==> src/rtl/keypad_pkg.sv <==
// Shared types and helpers for the keypad debouncer slice.
package keypad_pkg;

    typedef enum logic [1:0] {
        IDLE,
        DEBOUNCE,
        HELD,
        RELEASE_DB
    } state_t;

    localparam int unsigned DEF_ID_W = 5;

    // Enough bits to hold max_val itself, so "cnt + 1 == max_val" never wraps.
    function automatic int unsigned cnt_w(input int unsigned max_val);
        return $clog2(max_val) + 1;
    endfunction

endpackage

==> src/rtl/keypad_debouncer_repeat_timer.sv <==
// Typematic schedule: first tick after REPEAT_DLY run cycles, then every REPEAT_PER.
module repeat_timer
    import keypad_pkg::*;
#(
    parameter int unsigned REPEAT_DLY = 8,
    parameter int unsigned REPEAT_PER = 4
) (
    input  logic clk,
    input  logic rst,
    input  logic run,
    input  logic clear,
    output logic tick
);

    localparam int unsigned MAX_V = (REPEAT_DLY > REPEAT_PER) ? REPEAT_DLY : REPEAT_PER;
    localparam int unsigned RW    = cnt_w(MAX_V);
    localparam logic [RW-1:0] DLY_V = RW'(REPEAT_DLY);
    localparam logic [RW-1:0] PER_V = RW'(REPEAT_PER);
    localparam logic [RW-1:0] ONE   = RW'(1);

    logic [RW-1:0] cnt;
    logic [RW-1:0] cnt_inc;
    logic [RW-1:0] target;
    logic          repeating;

    always_comb begin
        cnt_inc = cnt + ONE;
        target  = repeating ? PER_V : DLY_V;
        tick    = run && (cnt_inc == target);
    end

    // After the first tick the counter becomes a modulo-REPEAT_PER phase counter.
    always_ff @(posedge clk or posedge rst) begin
        if (rst) begin
            cnt       <= '0;
            repeating <= 1'b0;
        end else if (clear) begin
            cnt       <= '0;
            repeating <= 1'b0;
        end else if (run) begin
            if (tick) begin
                cnt       <= '0;
                repeating <= 1'b1;
            end else if (cnt_inc < target) begin
                cnt <= cnt_inc;
            end
        end
    end

endmodule

==> src/rtl/keypad_debouncer.sv <==
// Qualifies a raw scanned-keypad stream into press, held, repeat and release events.
module keypad_debouncer
    import keypad_pkg::*;
#(
    parameter int unsigned ID_W       = DEF_ID_W,
    parameter int unsigned STABLE_CYC = 3,
    parameter int unsigned REPEAT_DLY = 0,
    parameter int unsigned REPEAT_PER = 4
) (
    input  logic            clk,
    input  logic            rst,
    input  logic            key_pressed,
    input  logic [ID_W-1:0] key_id,
    output logic            key_valid,
    output logic [ID_W-1:0] key_code,
    output logic            key_held,
    output logic            key_release
);

    localparam int unsigned CW = cnt_w(STABLE_CYC);
    localparam logic [CW-1:0] STABLE_V = CW'(STABLE_CYC);
    localparam logic [CW-1:0] ONE      = CW'(1);

    state_t          state, state_n;
    logic [CW-1:0]   cnt, cnt_n, cnt_inc;
    logic [ID_W-1:0] id_lat, id_n, code_n;
    logic            valid_n, held_n, release_n;
    logic            match, accept, do_release;
    logic            rpt_run, rpt_tick;

    assign match   = key_pressed && (key_id == id_lat);
    assign cnt_inc = cnt + ONE;
    assign rpt_run = (state == HELD) && match;

    generate
        if (REPEAT_DLY > 0) begin : g_rpt
            repeat_timer #(
                .REPEAT_DLY(REPEAT_DLY),
                .REPEAT_PER(REPEAT_PER)
            ) u_repeat_timer (
                .clk  (clk),
                .rst  (rst),
                .run  (rpt_run),
                .clear(accept),
                .tick (rpt_tick)
            );
        end else begin : g_no_rpt
            assign rpt_tick = 1'b0;
        end
    endgenerate

    always_comb begin
        state_n    = state;
        cnt_n      = cnt;
        id_n       = id_lat;
        code_n     = key_code;
        held_n     = key_held;
        valid_n    = 1'b0;
        release_n  = 1'b0;
        accept     = 1'b0;
        do_release = 1'b0;

        case (state)
            IDLE: begin
                if (key_pressed) begin
                    id_n  = key_id;
                    cnt_n = ONE;
                    if (STABLE_CYC == 1) begin
                        accept = 1'b1;
                        code_n = key_id;
                    end else begin
                        state_n = DEBOUNCE;
                    end
                end
            end
            DEBOUNCE: begin
                if (match) begin
                    if (cnt_inc == STABLE_V) begin
                        accept = 1'b1;
                        code_n = id_lat;
                    end else begin
                        cnt_n = cnt_inc;
                    end
                end else if (key_pressed) begin
                    id_n  = key_id;
                    cnt_n = ONE;
                end else begin
                    state_n = IDLE;
                end
            end
            HELD: begin
                if (match) begin
                    valid_n = rpt_run & rpt_tick;
                end else if (STABLE_CYC == 1) begin
                    do_release = 1'b1;
                end else begin
                    cnt_n   = ONE;
                    state_n = RELEASE_DB;
                end
            end
            RELEASE_DB: begin
                // Returning to HELD does not advance the repeat schedule on this edge.
                if (match) begin
                    state_n = HELD;
                end else if (cnt_inc == STABLE_V) begin
                    do_release = 1'b1;
                end else begin
                    cnt_n = cnt_inc;
                end
            end
            default: state_n = IDLE;
        endcase

        if (accept) begin
            valid_n = 1'b1;
            held_n  = 1'b1;
            state_n = HELD;
        end
        if (do_release) begin
            release_n = 1'b1;
            held_n    = 1'b0;
            state_n   = IDLE;
        end
    end

    always_ff @(posedge clk or posedge rst) begin
        if (rst) begin
            state       <= IDLE;
            cnt         <= '0;
            id_lat      <= '0;
            key_code    <= '0;
            key_valid   <= 1'b0;
            key_held    <= 1'b0;
            key_release <= 1'b0;
        end else begin
            state       <= state_n;
            cnt         <= cnt_n;
            id_lat      <= id_n;
            key_code    <= code_n;
            key_valid   <= valid_n;
            key_held    <= held_n;
            key_release <= release_n;
        end
    end

endmodule

==> config.mk <==
export PLATFORM = sky130hd
export DESIGN_NAME = keypad_debouncer
export DESIGN_NICKNAME = d
export VERILOG_FILES = /design/src/rtl/keypad_pkg.sv /design/src/rtl/keypad_debouncer_repeat_timer.sv /design/src/rtl/keypad_debouncer.sv
export SDC_FILE = /design/constraint.sdc
export NUM_CORES = 1
export LEC_CHECK = 0
export ABC_AREA = 1
export BUFFER_PORTS_ARGS = -buffer_cell sky130_fd_sc_hd__buf_2
export CAP_MARGIN = 0
export CORE_ASPECT_RATIO = 0.75
export CORE_MARGIN = 2
export CORE_UTILIZATION = 45
export DETAILED_ROUTE_END_ITERATION = 7
export PLACE_DENSITY = 0.71
export REMOVE_ABC_BUFFERS = 1
export SLEW_MARGIN = 30
export SYNTH_ARGS = -nofsm -noshare
export SYNTH_HDL_FRONTEND = slang
export SYNTH_SLANG_ARGS = --single-unit
export TNS_END_PERCENT = 5
==> constraint.sdc <==
create_clock -name clk -period 1.9 [get_ports clk]
set_input_delay 0.38 -clock clk [delete_from_list [all_inputs] [get_ports clk]]
set_output_delay 0.38 -clock clk [all_outputs]
set_load 0.01 [all_outputs]
Word-level counts from Yosys, hierarchy flattened
Index checks and enable logic that the tools add are counted.
{ "op_classes": {"addsub": 1, "n_mul": 0, "div_mod_pow": 0, "magnitude_cmp": 0, "n_eq_ne": 13, "shift": 0, "mux": 26, "bitwise": 0, "reduce_logical": 8} }
{ "op_table": {"columns": ["operator", "n"], "rows": [
  ["$ne A4 B4 Y1 const B", 5],
  ["$mux W3", 5],
  ["$mux W2", 7],
  ["$pmux W3 S4", 1],
  ["$mux W5", 2],
  ["$pmux W5 S2", 1],
  ["$mux W1", 9],
  ["$pmux W2 S4", 1],
  ["$ne A2 B2 Y1 const B", 3],
  ["$eq A5 B5 Y1", 1],
  ["$reduce_and A5 Y1", 1],
  ["$eq A2 B2 Y1 const B", 2],
  ["$reduce_and A2 Y1", 2],
  ["$reduce_bool A2 Y1", 2],
  ["$add A3 B1 Y3 const B", 1],
  ["$eq A3 B2 Y1 const B", 1],
  ["$reduce_and A3 Y1", 1],
  ["$eq A2 B1 Y1 const B", 1],
  ["$logic_not A2 Y1", 1],
  ["$logic_and A1 B1 Y1", 1]
]} }
{ "totals": {"regBits": 18, "latchBits": 0, "ramBits": 0, "rom_bits": 0, "input_bits": 8, "n_memories": 0} }

Logic depth before layout (Yosys ltp)
{ "depth": {"word_depth": 7, "ltp_mapped": 10, "ltp_nobuf": 10} }

Least setup slack after synthesis
Ideal clock, no wire load.
{ "synth_path": {"path_kind": "reg-to-reg", "start": "reg cnt[0]", "end": "reg key_code[3]", "setup_ns": 0.118, "arrival_ns": 1.340, "t_required_ns": 1.782, "path_slack_ns": 0.442, "path_stages_with_launch": 9, "path_buffers": 1, "synth_period_minus_slack_ns": 1.458, "path_cell_list": "dfrtp_1 > ha_1 > nand2_1 > nand3_1 > inv_1 > nand4_4 > buf_6 > nand2_1 > o21ai_2"} }
{ "synth_between": {"elab_chain_len": 3} }
{ "synth_rtl": {"columns": ["item", "line", "source"], "rows": [
  ["start, declared", "keypad_debouncer.sv:25", "logic [CW-1:0] cnt, cnt_n, cnt_inc;"],
  ["start signal, assigned", "keypad_debouncer.sv:137", "cnt <= cnt_n;"],
  ["$add A3 B1 Y3", "keypad_debouncer.sv:32", "assign cnt_inc = cnt + ONE;"],
  ["$eq A3 B2 Y1", "keypad_debouncer.sv:78", "if (cnt_inc == STABLE_V) begin"],
  ["$reduce_and A3 Y1 (no line)", null, null],
  ["end signal, assigned", "keypad_debouncer.sv:139", "key_code <= code_n;"],
  ["end, declared", "keypad_debouncer.sv:15", "output logic [ID_W-1:0] key_code,"]
]} }
No other way between the ends.
A chain may end at the register's enable or synchronous reset.

Final worst setup path
{ "layout_path": {"start": "reg cnt[0]", "end": "reg state[0]"} }
{ "layout_between": {"elab_chain_len": 7} }
{ "layout_rtl": {"columns": ["item", "line", "source"], "rows": [
  ["$add A3 B1 Y3 *", "keypad_debouncer.sv:32", null],
  ["$eq A3 B2 Y1 *", "keypad_debouncer.sv:78, keypad_debouncer.sv:105", null],
  ["$mux W1 *", "keypad_debouncer.sv:78, keypad_debouncer.sv:105", null],
  ["$mux W1 (on tied branches)", "keypad_debouncer.sv:77, keypad_debouncer.sv:103", null],
  ["$mux W1", "keypad_debouncer.sv:63", "case (state)"],
  ["$ne A4 B4 Y1 (no line) or $mux W2 (tied branches)", null, null],
  ["$reduce_and A5 Y1 (no line) or $mux W2 (tied branches)", null, null],
  ["end signal, assigned", "keypad_debouncer.sv:136", "state <= state_n;"],
  ["end, declared", "keypad_debouncer.sv:24", "state_t state, state_n;"]
]} }
Mark *: on every way between the ends. The rest lies on a longest branch, timed or not.

==> summary.txt <==
Synth
  – Top FF cell, synth: dfrtp_1
  – Synth area leader: dfrtp_1
  – Count leader, synth: nand2_1
  – Synthesized flop and latch total: 18
  – Yosys cell types: 21
  – Top cells by area, synth: dfrtp_1 (46%), nand2_1 (14%), inv_1 (6.1%)
  – EDFF count, synth: 0
  – Post-synth ARST share: 1.00
  – Sequential share of the synthesized area: 0.455
  – Synth cell count leaders: nand2_1 (36), dfrtp_1 (18), inv_1 (16)
  – Top cell type's share of synthesized area: 0.455
  – Mapped Cells: 117
  – Synthesized cell area: just under 1000 um^2
  – Yosys warns: 0
  – Syn avg cell area: 8.46 um^2

Clock network
  – Clock latency on the worst-skew pair: approximately 0.3 ns
  – Post-CTS resize count: 0
  – Worst-path clk slew: 0.09 ns
  – Num CTS Buffers: 3
  – Post-CTS Setup Inserts: 0
  – CTS sink cnt: 18
  – CTS max path bufs: 2
  – Hold_buf cts: 0
  – Clock Root Buffer: clkbuf_4
  – H-tree depth: 1
  – CTS tree: built

Floorplan
  – Die H: between 40 and 50 um
  – Initial core utilization: 0.483
  – Core footprint: ~2000 um^2
  – Die area: 2590 um^2
  – Chip width: ~58 um
  – # rows: 14
  – I/O pin cnt: 16

Worst setup path
  – Delay-heaviest family, CP: simple AND/OR/NAND/NOR gates
  – Slowest stage cell, crit path: dfrtp_1
  – Stages on the worst setup path: 7
  – Most frequent CP cell: nand2_1
  – Setup CP Type: reg -> reg
  – R2R cell count: 7
  – Setup crit end kind: flop
  – WP data arrival: 1.81 ns
  – CP bufs+invs: 1
  – Worst Path Required: roughly 2.1 ns
  – CP Max Fanout: 14
  – Worst-path cell chain: ha_1 -> nand2_1 -> nand3_1 -> inv_1 -> nand4_4 -> nand2_1 -> o211ai_1
  – Startpoint types: flop
  – Worst path max stage delay: around 0.42 ns

Finish
  – Fillers: roughly 190
  – Layout area overhead: 11.8%
  – Final std cells w/o fill: between 150 and 200
  – Diode count: 0
  – Nets: between 100 and 150
  – Share of layout cells above drive strength 1: 0.269

Routing
  – Total Wirelength: 1.81 mm
  – Residual DRC count: 0
  – Initial DRT Pass Iterations: 4
  – Routed length per instance: roughly 11 um
  – DR vias: roughly 800
  – Routed Antenna Nets: 0
  – Via density: around 5.0
  – DR iter-0 viols: 18

Global route
  – Largest net degree at the start of global routing: 19
  – GR Util All Layers: 0.169
  – Vias in the first global route: around 740
  – Initial antenna violation count: 0
  – Global-route wire length before repair: 3.22 mm
  – Congestion Overflow GR: 0

STA
  – Setup Skew: between 0.002 and 0.0025 ns
  – Setup TNS: 0 ns
  – Period Utilization, post-route: 0.858
  – Clock period minus worst slack: about 1.6 ns
  – Achievable frequency: 613 MHz
  – Max-slew violation count: 0
  – Slew @ Worst Pin: ~0.66 ns
  – Slew headroom: 0.556
  – WHS: approximately 0.16 ns
  – Hold Violations, Final: 0
  – RSZ-0062 raised after global routing: no
  – Setup Viol. Count Final: 0

Pwr
  – Power per Cell Area: about 720 nW/um^2
  – Final Power: roughly 0.79 mW
  – Worst vdd ir: approximately 0.00057 V
  – Lkg Pwr: around 0.62 nW

Placement
  – Placed insts: around 160
  – PortBufs: 15
  – Detail Placement HPWL: 1.34 mm
  – GPL Wtd Cong: roughly 0.85

Outcome
  – Run status: complete, no violations

Job
  – Number of max-cap violations: 0

Min path
  – Worst hold-check path type: in -> async
[sequential cells by signal, summed over array words and instances, names as in the netlist]
register     flops
key_held         1
key_release      1
id_lat           5
key_valid        1
key_code         5
state            2
cnt              3
[cells by family after synthesis]
| group | share of synthesized area |
|---|---|
| compound gates | 0.134 |
| simple gates | 0.297 |
| fa+ha+maj | 0.0253 |
| buf+inv | 0.0797 |
| flops | 0.455 |
| xor+xnor | 0.00885 |
[area by class of cell]
class	instances	area [um^2]	area share
clock buffer	3	22.5	0.0204
inverter	18	67.6	0.0611
multi-input combinational	80	460	0.416
sequential	18	450	0.407
tap	24	30.0	0.0271
timing repair buffer	15	75.1	0.0679
[power by group]
| group | leakage [nW] | switching, mW | internal [mW] | total (mW) |
|---|---|---|---|---|
| logic | 0.373 | 0.113 | 0.0533 | 0.166 |
| registers | 0.233 | 0.0278 | 0.409 | 0.437 |
| clock network | 0.0138 | 0.114 | 0.0740 | 0.188 |
[through the flow]
stage          utilization  setup slack [ns]  instance area, um^2
2_1_floorplan            -             0.429                  978
3_3_place_gp         0.529             0.353                 1080
3_5_place_dp         0.529             0.297                 1080
4_1_cts              0.540             0.281                 1110
5_1_grt              0.540             0.131                 1110
6_report             0.540             0.269                 1110
[worst paths after layout]
kind	from	end	slack [ns]
max	cnt[0]	state[0]	0.27
min	rst	cnt[2]	0.16
min reg2reg	key_code[3]	key_code[3]	0.48
min in group clk	key_id[2]	id_lat[2]	0.35
max reg2reg	cnt[0]	state[0]	0.27
max in group asynchronous	rst	id_lat[2]	1.32
[worst register-to-register path: stages, from the launching register on]
cell	delay, ns
dfrtp_1	0.42
ha_1	0.23
nand2_1	0.09
nand3_1	0.14
inv_1	0.15
nand4_4	0.25
nand2_1	0.14
o211ai_1	0.09
[layer usage]
layer	part of all wire	global-route usage	vias to the layer above
met1	0.49	0.223	360
met4	0.015	0.0558	0
li1	-	-	408
met2	0.42	0.264	25
met3	0.071	0.0556	4
met5	0	0	-
[layout by cell type, fill, tap and decap left out, drive strengths merged]
master	netlist	routed
inv	18	18
buf	1	15
o21ai	11	11
nor3	1	1
nand4	2	2
xor2	1	1
dfrtp	18	18
ha	2	2
o211ai	1	1
clkbuf	0	3
nand2	37	37
a21oi	8	8
nor2	7	7
nand3	10	10
No activity file was read; power rests on OpenSTA's default activity.
